--- config.mk ---
export PLATFORM = sky130hd
export DESIGN_NAME = onehot_ring_encoder
export DESIGN_NICKNAME = d
export VERILOG_FILES = /design/src/rtl/onehot_ring_encoder.sv
export SDC_FILE = /design/constraint.sdc
export NUM_CORES = 1
export LEC_CHECK = 0
export BUFFER_PORTS_ARGS = -buffer_cell sky130_fd_sc_hd__buf_4
export CORE_UTILIZATION = 49
export CTS_CLUSTER_SIZE = 20
export DETAILED_ROUTE_END_ITERATION = 7
export GPL_TIMING_DRIVEN = 0
export PLACE_DENSITY = 0.72
export SLEW_MARGIN = 20
export SYNTH_ARGS = -nofsm -noshare
export SYNTH_HDL_FRONTEND = slang
export SYNTH_SLANG_ARGS = --single-unit
--- constraint.sdc ---
create_clock -name clk -period 2.15 [get_ports clk]
set_input_delay 0.215 -clock clk [delete_from_list [all_inputs] [get_ports clk]]
set_output_delay 0.215 -clock clk [all_outputs]
set_load 0.005 [all_outputs]
--- src/rtl/onehot_ring_encoder.sv ---
// onehot_ring_encoder
//   Registered binary-to-one-hot encoder with LOAD / ROTL / ROTR / HOLD
//   commands and valid/ready flow control on both sides.
//   The index register is always valid, so dataout is always exactly one-hot.
//   When the output is EMPTY, dataout keeps its last value; consumers must
//   qualify it with out_valid.
//
// Parameters
//   IN_W       binary index width; output width is 2**IN_W
//   RESET_IDX  index that is hot after reset (must be < 2**IN_W)
//
// Ports
//   clk        rising-edge clock
//   rst_n      synchronous active-low reset
//   in_valid   command valid
//   in_ready   command accepted when in_valid & in_ready (combinational)
//   cmd        00 LOAD, 01 ROTL, 10 ROTR, 11 HOLD
//   datain     LOAD: new index; ROTL/ROTR: step count; HOLD: ignored
//   out_valid  dataout/wrap carry a result
//   out_ready  consumer takes the result when out_valid & out_ready
//   dataout    one-hot vector
//   wrap       the rotation of this result crossed the MSB <-> LSB boundary
//   bin_out    (only with ONEHOT_BINOUT_EN defined) binary index of dataout
//
// Optional feature macro: ONEHOT_BINOUT_EN
module onehot_ring_encoder #(
  parameter int IN_W      = 4,
  parameter int RESET_IDX = 0
) (
  input  logic                 clk,
  input  logic                 rst_n,
  input  logic                 in_valid,
  output logic                 in_ready,
  input  logic [1:0]           cmd,
  input  logic [IN_W-1:0]      datain,
  output logic                 out_valid,
  input  logic                 out_ready,
  output logic [2**IN_W-1:0]   dataout,
  output logic                 wrap
`ifdef ONEHOT_BINOUT_EN
  ,
  output logic [IN_W-1:0]      bin_out
`endif
);

  localparam int OUT_W = 2**IN_W;
  localparam logic [OUT_W-1:0] ONE     = OUT_W'(1);
  localparam logic [IN_W-1:0]  RST_IDX = IN_W'(RESET_IDX);

  typedef enum logic [1:0] {
    CMD_LOAD = 2'b00,
    CMD_ROTL = 2'b01,
    CMD_ROTR = 2'b10,
    CMD_HOLD = 2'b11
  } cmd_e;

  typedef enum logic {
    EMPTY = 1'b0,
    FULL  = 1'b1
  } state_e;

  state_e          state;
  logic [IN_W-1:0] idx;
  logic [IN_W-1:0] nidx;
  logic            nwrap;
  logic            accept;

  assign out_valid = (state == FULL);
  assign in_ready  = (state == EMPTY) | out_ready;
  assign accept    = in_valid & in_ready;

`ifdef ONEHOT_BINOUT_EN
  // idx is already the registered binary form of dataout.
  assign bin_out = idx;
`endif

  // Natural IN_W-bit wrap gives modulo-OUT_W arithmetic; a zero step can
  // never satisfy the wrap comparisons, so it reports no wrap.
  always_comb begin
    nidx  = idx;
    nwrap = 1'b0;
    case (cmd_e'(cmd))
      CMD_LOAD: nidx = datain;
      CMD_ROTL: begin
        nidx  = idx + datain;
        nwrap = (nidx < idx);
      end
      CMD_ROTR: begin
        nidx  = idx - datain;
        nwrap = (nidx > idx);
      end
      default:  nidx = idx;
    endcase
  end

  always_ff @(posedge clk) begin
    if (!rst_n) begin
      state   <= EMPTY;
      idx     <= RST_IDX;
      dataout <= ONE << RST_IDX;
      wrap    <= 1'b0;
    end else if (accept) begin
      // Covers both EMPTY->FULL and FULL->FULL with simultaneous consume.
      state   <= FULL;
      idx     <= nidx;
      dataout <= ONE << nidx;
      wrap    <= nwrap;
    end else if (out_ready) begin
      state <= EMPTY;
    end
  end

endmodule

==> Word-level counts from Yosys, hierarchy flattened <==
Index checks and enable logic that the tools add are counted.
{ "op_classes": {"muxes": 4, "add_sub_neg": 2, "n_eq_ne": 2, "shift": 1, "bitwise": 3, "n_reduce_logical": 2, "magnitude_cmp": 2} }
{ "ops": {"columns": ["op", "n"], "rows": [
  ["left shift 1 x 4 -> 16 bit, first input constant", 1],
  ["one-hot mux 4 bit (3 select lines)", 1],
  ["adder 4 bit", 1],
  ["> comparator 4 bit", 1],
  ["< comparator 4 bit", 1],
  ["subtractor 4 bit", 1],
  ["== test 2 x 1 -> 1 bit, second input constant", 1],
  ["== test 2 bit, second input constant", 1],
  ["zero test 2 bit", 1],
  ["two-way mux 1 bit", 2],
  ["one-hot mux 1 bit (2 select lines)", 1],
  ["nonzero test 2 bit", 1],
  ["bitwise AND 1 bit", 1],
  ["inverter 1 bit", 1],
  ["OR 1 bit", 1]
]} }
{ "word_totals": {"wordCells": 20, "input_bits": 10, "out_inout_bits": 19, "ff_bits": 22} }

==> Logic depth before layout (Yosys ltp) <==
Gate-level depths: netlist (run 1).
{ "depth": {"depth_word": 4, "ltp_mapped": 11, "mapped_depth_nobuf": 11} }

==> Least setup slack after synthesis (run 1) <==
No wires, ideal clock.
{ "synth_timing": {"kind": "register to register", "start": "register idx[0]", "end": "register wrap", "t_required_ns": 2.027, "path_stages_with_launch": 12, "arrival_ns": 2.074, "path_buffers": 0, "setup_time_ns": 0.123, "path_slack_ns": -0.047, "path_cell_list": "dfxtp_1 > inv_1 > ha_1 > inv_1 > fa_1 > ha_1 > nor2b_1 > o21a_1 > o21ai_0 > nand2b_1 > a31oi_1 > o21ai_0"} }
{ "synth_via": {"elab_chain_cells": 3} }
{ "synth_rtl": {"columns": ["element", "line", "text"], "rows": [
  ["from (decl)", "63", "logic [IN_W-1:0] idx;"],
  ["from (signal assigned)", "105", "idx <= nidx;"],
  ["subtractor 4 bit or adder 4 bit (tied branches)", "89, 85", null],
  ["> comparator 4 bit or < comparator 4 bit (tied branches)", "90, 86", null],
  ["one-hot mux 1 bit (2 select lines) (*)", "82", "case (cmd_e'(cmd))"],
  ["to (signal assigned)", "107", "wrap <= nwrap;"],
  ["to (decl)", "39", "output logic wrap"]
]} }
Mark *: on every way between the ends. The rest lies on a longest branch, timed or not.
A chain may end at the register's enable or synchronous reset.

==> Worst setup path in the final report (run 1) <==
Same ends and word-level chain as after synthesis.

==> impl_metrics.py, run 1 <==
metrics = {
    "detailed_routing": {
        "drt_iter0_drc": 54,
        "drt-pass1-iter-count": 4,
        "drt-total-wl_um": 3800,
        "drc": 0,
        "antenna_left": 0,
        "viasPerCell": 5.69,
        "wire_per_inst_um": 15.7,
        "vias": 1377,
    },
    "yosys": {
        "synth_flop_cell": "dfxtp_1",
        "syn_inst": 167,
        "ys_seq_area_frac": 0.303,
        "async_reset_ff_frac": 0,
        "syn-num-nets": 195,
        "syn-cell-area_um2": 1450,
        "ys_seq_elements": 22,
        "syn-mean-instance-area_um2": 8.69,
        "synth_cell_types": 41,
        "synth_edf_count": 0,
        "ys_warn_count": 0,
    },
    "sta": {
        "worst_pin_slew_ps": 662,
        "rsz0062_at_grt": "yes",
        "skew_ps": 7.09,
        "final_max_slew_viol_count": 0,
        "max_freq_ghz": 0.440,
        "fin_crit_ps": 2270,
        "finalHoldViolCount": 0,
        "postLayoutSetupSlackWorst_ps": -124,
        "slew_headroom": 0.557,
        "setup-violations-final": 7,
        "timing.final.crit_share": 1.06,
        "final.setup.tns_ps": -296,
    },
    "power": {
        "p_leak_nw": 0.883,
        "peakVddDrop_mv": 0.461,
        "power.density_nw_per_um2": 593,
    },
    "placed_design": {
        "port_buffers": 28,
        "place_area_um2": 1700,
        "place_ws_ps": -302,
        "post-dp-hpwl_um": 2620,
        "gp_congestion": 0.880,
    },
    "global_route": {
        "grt_pass1_wl_um": 5990,
        "grt_max_degree": 14,
        "grt_overflow": 0,
        "first_global_vias": 1338,
        "grt_usage": 0.238,
        "antenna_found_initial": 0,
    },
    "worst_setup_path": {
        "worstRegToRegCells": 11,
        "r2r_start": "idx[0]",
        "crit_path_end_kind": "flop",
        "arrival_ps": 2490,
        "r2r_slack_ps": -120,
        "path_max_fanout": 5,
        "r2r-end": "wrap",
        "worst-setup-path-type": "reg -> reg",
        "crit_path_start_kind": "flop",
        "cp.required_ps": 2360,
    },
    "floorplan": {
        "fp-row-count": 19,
        "core_area_um2": 2780,
        "initial_core_util": 0.522,
        "die_w_um": 56.4,
        "die-area_um2": 3180,
        "io_pins": 29,
        "die_y_um": 56.4,
    },
    "layout": {
        "final_common_cell": "buf_4",
        "drive_gt1_frac": 0.408,
        "design_area_um2": 2030,
        "antenna_cells": 0,
        "layout_common_cells": "buf_4 (41), dfxtp_1 (20), nand2_1 (17)",
        "syn_to_final_growth_pct": 39.7,
        "nets": 240,
    },
    "clock_network": {
        "cts_buffers": 3,
        "cts_tree": "built",
        "cts-root-buf": "clkbuf_4",
        "cts.htree.levels": 1,
        "clock-sinks": 22,
        "ctsHoldBuffers": 0,
        "clk_path_buf_depth": 2,
        "clk_pin_slew_worst_paths_ps": 120,
        "insertion_delay_ps": 310,
    },
    "hold_path": {
        "hold_class": "in -> reg",
        "min_from": "in_valid",
        "hold-path-cell-count": 3,
        "holdPathEnd": "out_valid",
    },
    "status": {
        "failed_checks": "setup timing",
        "status": "finished with violations",
    },
    "flow_run": {
        "maxCapViolCount": 0,
    },
}
==> cell families (layout without fill, tap and decap cells) <==
| family | after synthesis | after routing | share of synthesized area |
|---|---|---|---|
| AOI/OAI and AO/OA | 37 | 37 | 0.194 |
| xor gates and xnor gates | 5 | 5 | 0.0354 |
| adders and majority gates | 18 | 18 | 0.166 |
| buffers and inverters | 21 | 65 | 0.0621 |
| DFF | 22 | 22 | 0.303 |
| muxes | 1 | 1 | 0.00690 |
| and+or+nand+nor | 63 | 63 | 0.233 |
==> final cells by class <==
| cell class | instances | area, um2 |
|---|---|---|
| multi-input cells | 124 | 1070 |
| fillers | 209 | 754 |
| flip-flops and latches | 22 | 448 |
| repair buffers | 40 | 308 |
| plain buffers | 8 | 56.3 |
| inverters | 13 | 51.3 |
| well taps | 31 | 38.8 |
| clock inverters | 1 | 30.0 |
| clock buffers | 3 | 22.5 |
==> timing repair <==
action	in CTS	in global routing
setup buffers	6	5
pin swaps	8	23
gates cloned	1	0
endpoints found under the hold margin	0	0
resized for setup	29	23
setup endpoints to repair	18	18
==> critical path, cell delays in order, from the launching register on <==
cell and delay, ps:
dfxtp_4 390, inv_4 60, ha_4 120, inv_2 30, fa_2 560, ha_4 210
nor2b_1 130, o21a_1 180, o21ai_1 170, nand2b_1 80, a31oi_1 190, o21ai_1 70
==> where the power goes <==
part	switching, mW	internal [mW]	total [mW]
logic	0.232	0.218	0.450
clock network	0.123	0.188	0.311
registers	0.0168	0.424	0.441
==> worst max path at each step <==
stage	start	slack, ps	end	depth (start not counted)
after CTS	idx[0]	-90	wrap	11
after global placement	idx[0]	-200	dataout[2]	10
after detailed placement	idx[0]	-300	dataout[3]	10
after global routing	idx[0]	-180	wrap	11
final	idx[0]	-120	wrap	11
after floorplan	idx[0]	6	wrap	11
==> layer usage <==
metal / routed length, um / vias to the layer above / GRT usage
met1: 1730 / 667 / 0.307
met5: 0 / - / 0
met2: 1900 / 40 / 0.400
met3: 145 / 6 / 0.0346
met4: 35 / 0 / 0.0906
li1: - / 664 / -
==> synthesized netlist by cell type, types with 3 or more instances <==
cell type | number | share of area
nand3_1 | 6 | 0.021
nand2b_1 | 3 | 0.013
nand4_1 | 3 | 0.013
dfxtp_1 | 22 | 0.30
ha_1 | 16 | 0.14
a32o_1 | 4 | 0.028
a21oi_1 | 4 | 0.014
and3_1 | 4 | 0.017
buf_4 | 3 | 0.016
clkbuf_1 | 5 | 0.013
nand2_1 | 18 | 0.047
o21ai_0 | 8 | 0.028
inv_1 | 13 | 0.034
nor2_1 | 7 | 0.018
nor2b_1 | 7 | 0.030
and2_1 | 8 | 0.034
xor2_1 | 3 | 0.018
a22o_1 | 3 | 0.018
==> metrics by stage <==
step	total power, mW	utilization	cells	hold WS (ps)
after floorplan	0.662	-	167	354
after global placement	0.749	0.612	226	441
after detailed placement	0.759	0.612	226	458
after CTS	1.13	0.678	237	171
after global routing	1.27	0.729	242	170
final	1.20	0.729	242	177
==> flip-flops by register name (all words and copies together), names as in the netlist <==
signal	flops
wrap	1
dataout	16
idx	4
out_valid	1
Note: power is estimated with default switching activity, not from simulation.
==> run 2, diff against run 1 <==
--- a/config.mk
+++ b/config.mk
@@ -6,6 +6,7 @@
 export NUM_CORES = 1
 export LEC_CHECK = 0
 export BUFFER_PORTS_ARGS = -buffer_cell sky130_fd_sc_hd__buf_4
+export CORE_ASPECT_RATIO = 0.9
 export CORE_UTILIZATION = 49
 export CTS_CLUSTER_SIZE = 20
 export DETAILED_ROUTE_END_ITERATION = 7
==> run 2 against run 1 <==
Against the previous run:
- the flow still finishes with violations (setup timing)
- final cell count is 5.0% higher
- register-to-register slack worse by 40 ps
- non-clock buffer count is 3 higher
- sequential share of layout area is 0.49 points lower
- clock skew is 6.4 ps higher
- clock-buffer cell count stayed put
- via count is 1.6% lower
- first-iteration DRC count is 5.6% lower
- routed wire length is 1.2% lower
==> impl_metrics.py, run 2 (synthesized netlist as in run 1, its figures left out) <==
metrics = {
    "status": {
        "status": "finished with violations",
        "failed_checks": "setup timing",
    },
    "layout": {
        "drive_gt1_frac": 0.416,
        "multi_input_area_um2": 1070,
        "final_util": 0.748,
        "nets": 243,
        "regMostFlops": "dataout",
        "syn_to_final_growth_pct": 42.8,
        "largest_reg_flops": 16,
        "final_common_cell": "buf_4",
        "n_fill_cell": 200,
        "antenna_cells": 0,
        "reg.largest.list": "dataout: 16 flops, idx: 4 flops",
        "regArea_um2": 448,
        "layout_common_cells": "buf_4 (38), dfxtp_1 (20), nand2_1 (17)",
    },
    "detailed_routing": {
        "wire_per_inst_um": 14.8,
        "drt_iter0_drc": 51,
        "vias": 1355,
        "drt-total-wl_um": 3760,
        "drt-pass1-iter-count": 4,
        "viasPerCell": 5.33,
        "drc": 0,
        "antenna_left": 0,
    },
    "sta": {
        "setup-violations-final": 11,
        "slew_headroom": 0.455,
        "timing.final.crit_share": 1.08,
        "final_max_slew_viol_count": 0,
        "max_freq_ghz": 0.433,
        "skew_ps": 13.5,
        "worst_pin_slew_ps": 814,
        "final.setup.tns_ps": -724,
        "rsz0062_at_grt": "yes",
        "postLayoutSetupSlackWorst_ps": -162,
        "fin_crit_ps": 2310,
        "finalHoldViolCount": 0,
    },
    "worst_setup_path": {
        "crit_chain": "inv_4 > ha_4 > inv_2 > fa_2 > ha_4 > nor2b_4 > o21a_1 > o21ai_1 > nand2b_1 > a31oi_1 > o21ai_1",
        "cp_slowest_stage_delay_ps": 570,
        "cp.required_ps": 2370,
        "crit_path_start_kind": "flop",
        "path_max_fanout": 4,
        "cp_num_buf_inv": 2,
        "worst-setup-path-type": "reg -> reg",
        "crit_slowest_cell": "fa_2",
        "cp_top_family": "adder cells",
        "crit_path_end_kind": "flop",
        "arrival_ps": 2530,
    },
    "clock_network": {
        "cts.htree.levels": 1,
        "insertion_delay_ps": 330,
        "ctsHoldBuffers": 0,
        "cts-root-buf": "clkbuf_4",
        "clk_pin_slew_worst_paths_ps": 120,
        "clk_path_buf_depth": 2,
        "cts_buffers": 3,
        "clock-sinks": 22,
        "cts_tree": "built",
    },
    "floorplan": {
        "die-area_um2": 3180,
        "fp-row-count": 18,
        "die_y_um": 53.6,
        "initial_core_util": 0.524,
        "io_pins": 29,
        "core_area_um2": 2770,
        "die_w_um": 59.4,
    },
    "power": {
        "comb_power_share": 0.378,
        "sw_frac_of_total": 0.312,
        "p_int_mw": 0.848,
        "power.density_nw_per_um2": 594,
        "p_seq_frac": 0.357,
        "peakVddDrop_mv": 0.396,
        "p_leak_nw": 0.915,
        "power.switching_mw": 0.384,
        "clkPwrFrac": 0.265,
    },
    "placed_design": {
        "gp_congestion": 0.816,
        "post-dp-hpwl_um": 2460,
        "port_buffers": 28,
    },
    "global_route": {
        "grt_pass1_wl_um": 5640,
        "grt_max_degree": 14,
        "first_global_vias": 1249,
        "grt_usage": 0.234,
        "antenna_found_initial": 0,
        "grt_overflow": 0,
    },
    "flow_run": {
        "maxCapViolCount": 0,
    },
    "hold_path": {
        "hold_class": "in -> reg",
    },
}
## run 2: path summary, 6_finish.rpt
kind	cells after the start	startpoint	slack [ps]	to
max	11	idx[0]	-160	wrap
min	3	in_valid	150	out_valid
min reg2reg	2	dataout[1]	460	dataout[1]
max reg2reg	11	idx[0]	-160	wrap
## run 2: routing by layer
layer | track usage | vias up | wire length (um) | share of wire
li1 | - | 667 | - | -
met1 | 0.317 | 653 | 1860 | 0.49
met2 | 0.388 | 32 | 1750 | 0.46
met3 | 0.0481 | 3 | 142 | 0.038
met4 | 0.0397 | 0 | 11 | 0.0029
met5 | 0 | - | 0 | 0
## run 2: timing repair
item,CTS,global route
pin swaps,13,28
setup buffers,8,7
endpoints found under the setup margin,17,18
resized for setup,24,34
endpoints found under the hold margin,0,0
gates cloned,1,0
## run 2: worst register-to-register path: stages (launching register included)
cell and delay (ps):
dfxtp_4 390, inv_4 60, ha_4 120, inv_2 40
fa_2 570, ha_4 210, nor2b_4 120, o21a_1 170
o21ai_1 130, nand2b_1 80, a31oi_1 220, o21ai_1 100
## run 2: final cells by class
class                           count  share of cell area
Multi-Input combinational cell    124               0.514
Buffer                              7              0.0253
Clock buffer                        3              0.0109
Timing Repair Buffer               44               0.170
Inverter                           13              0.0247
Tap cell                           40              0.0241
Clock inverter                      1              0.0145
Sequential cell                    22               0.216
## run 2: power groups by stage
| stage | Combinational [mW] | Sequential (mW) | Clock [mW] |
|---|---|---|---|
| 5_1_grt | 0.506 | 0.443 | 0.343 |
| 3_3_place_gp | 0.298 | 0.447 | 0 |
| 4_1_cts | 0.367 | 0.439 | 0.329 |
| 3_5_place_dp | 0.306 | 0.448 | 0 |
| 2_1_floorplan | 0.215 | 0.447 | 0 |
| 6_report | 0.465 | 0.440 | 0.327 |
## run 2: stage by stage
stage	hold slack (ps)	cell area [um2]	power, mW	cells	worst slack [ps]
detailed placement	449	1710	0.754	235	-246
floorplan	354	1450	0.662	167	6.27
CTS	152	1910	1.13	248	-145
global placement	444	1710	0.745	235	-263
finish	154	2070	1.23	254	-162
global route	171	2070	1.29	254	-235
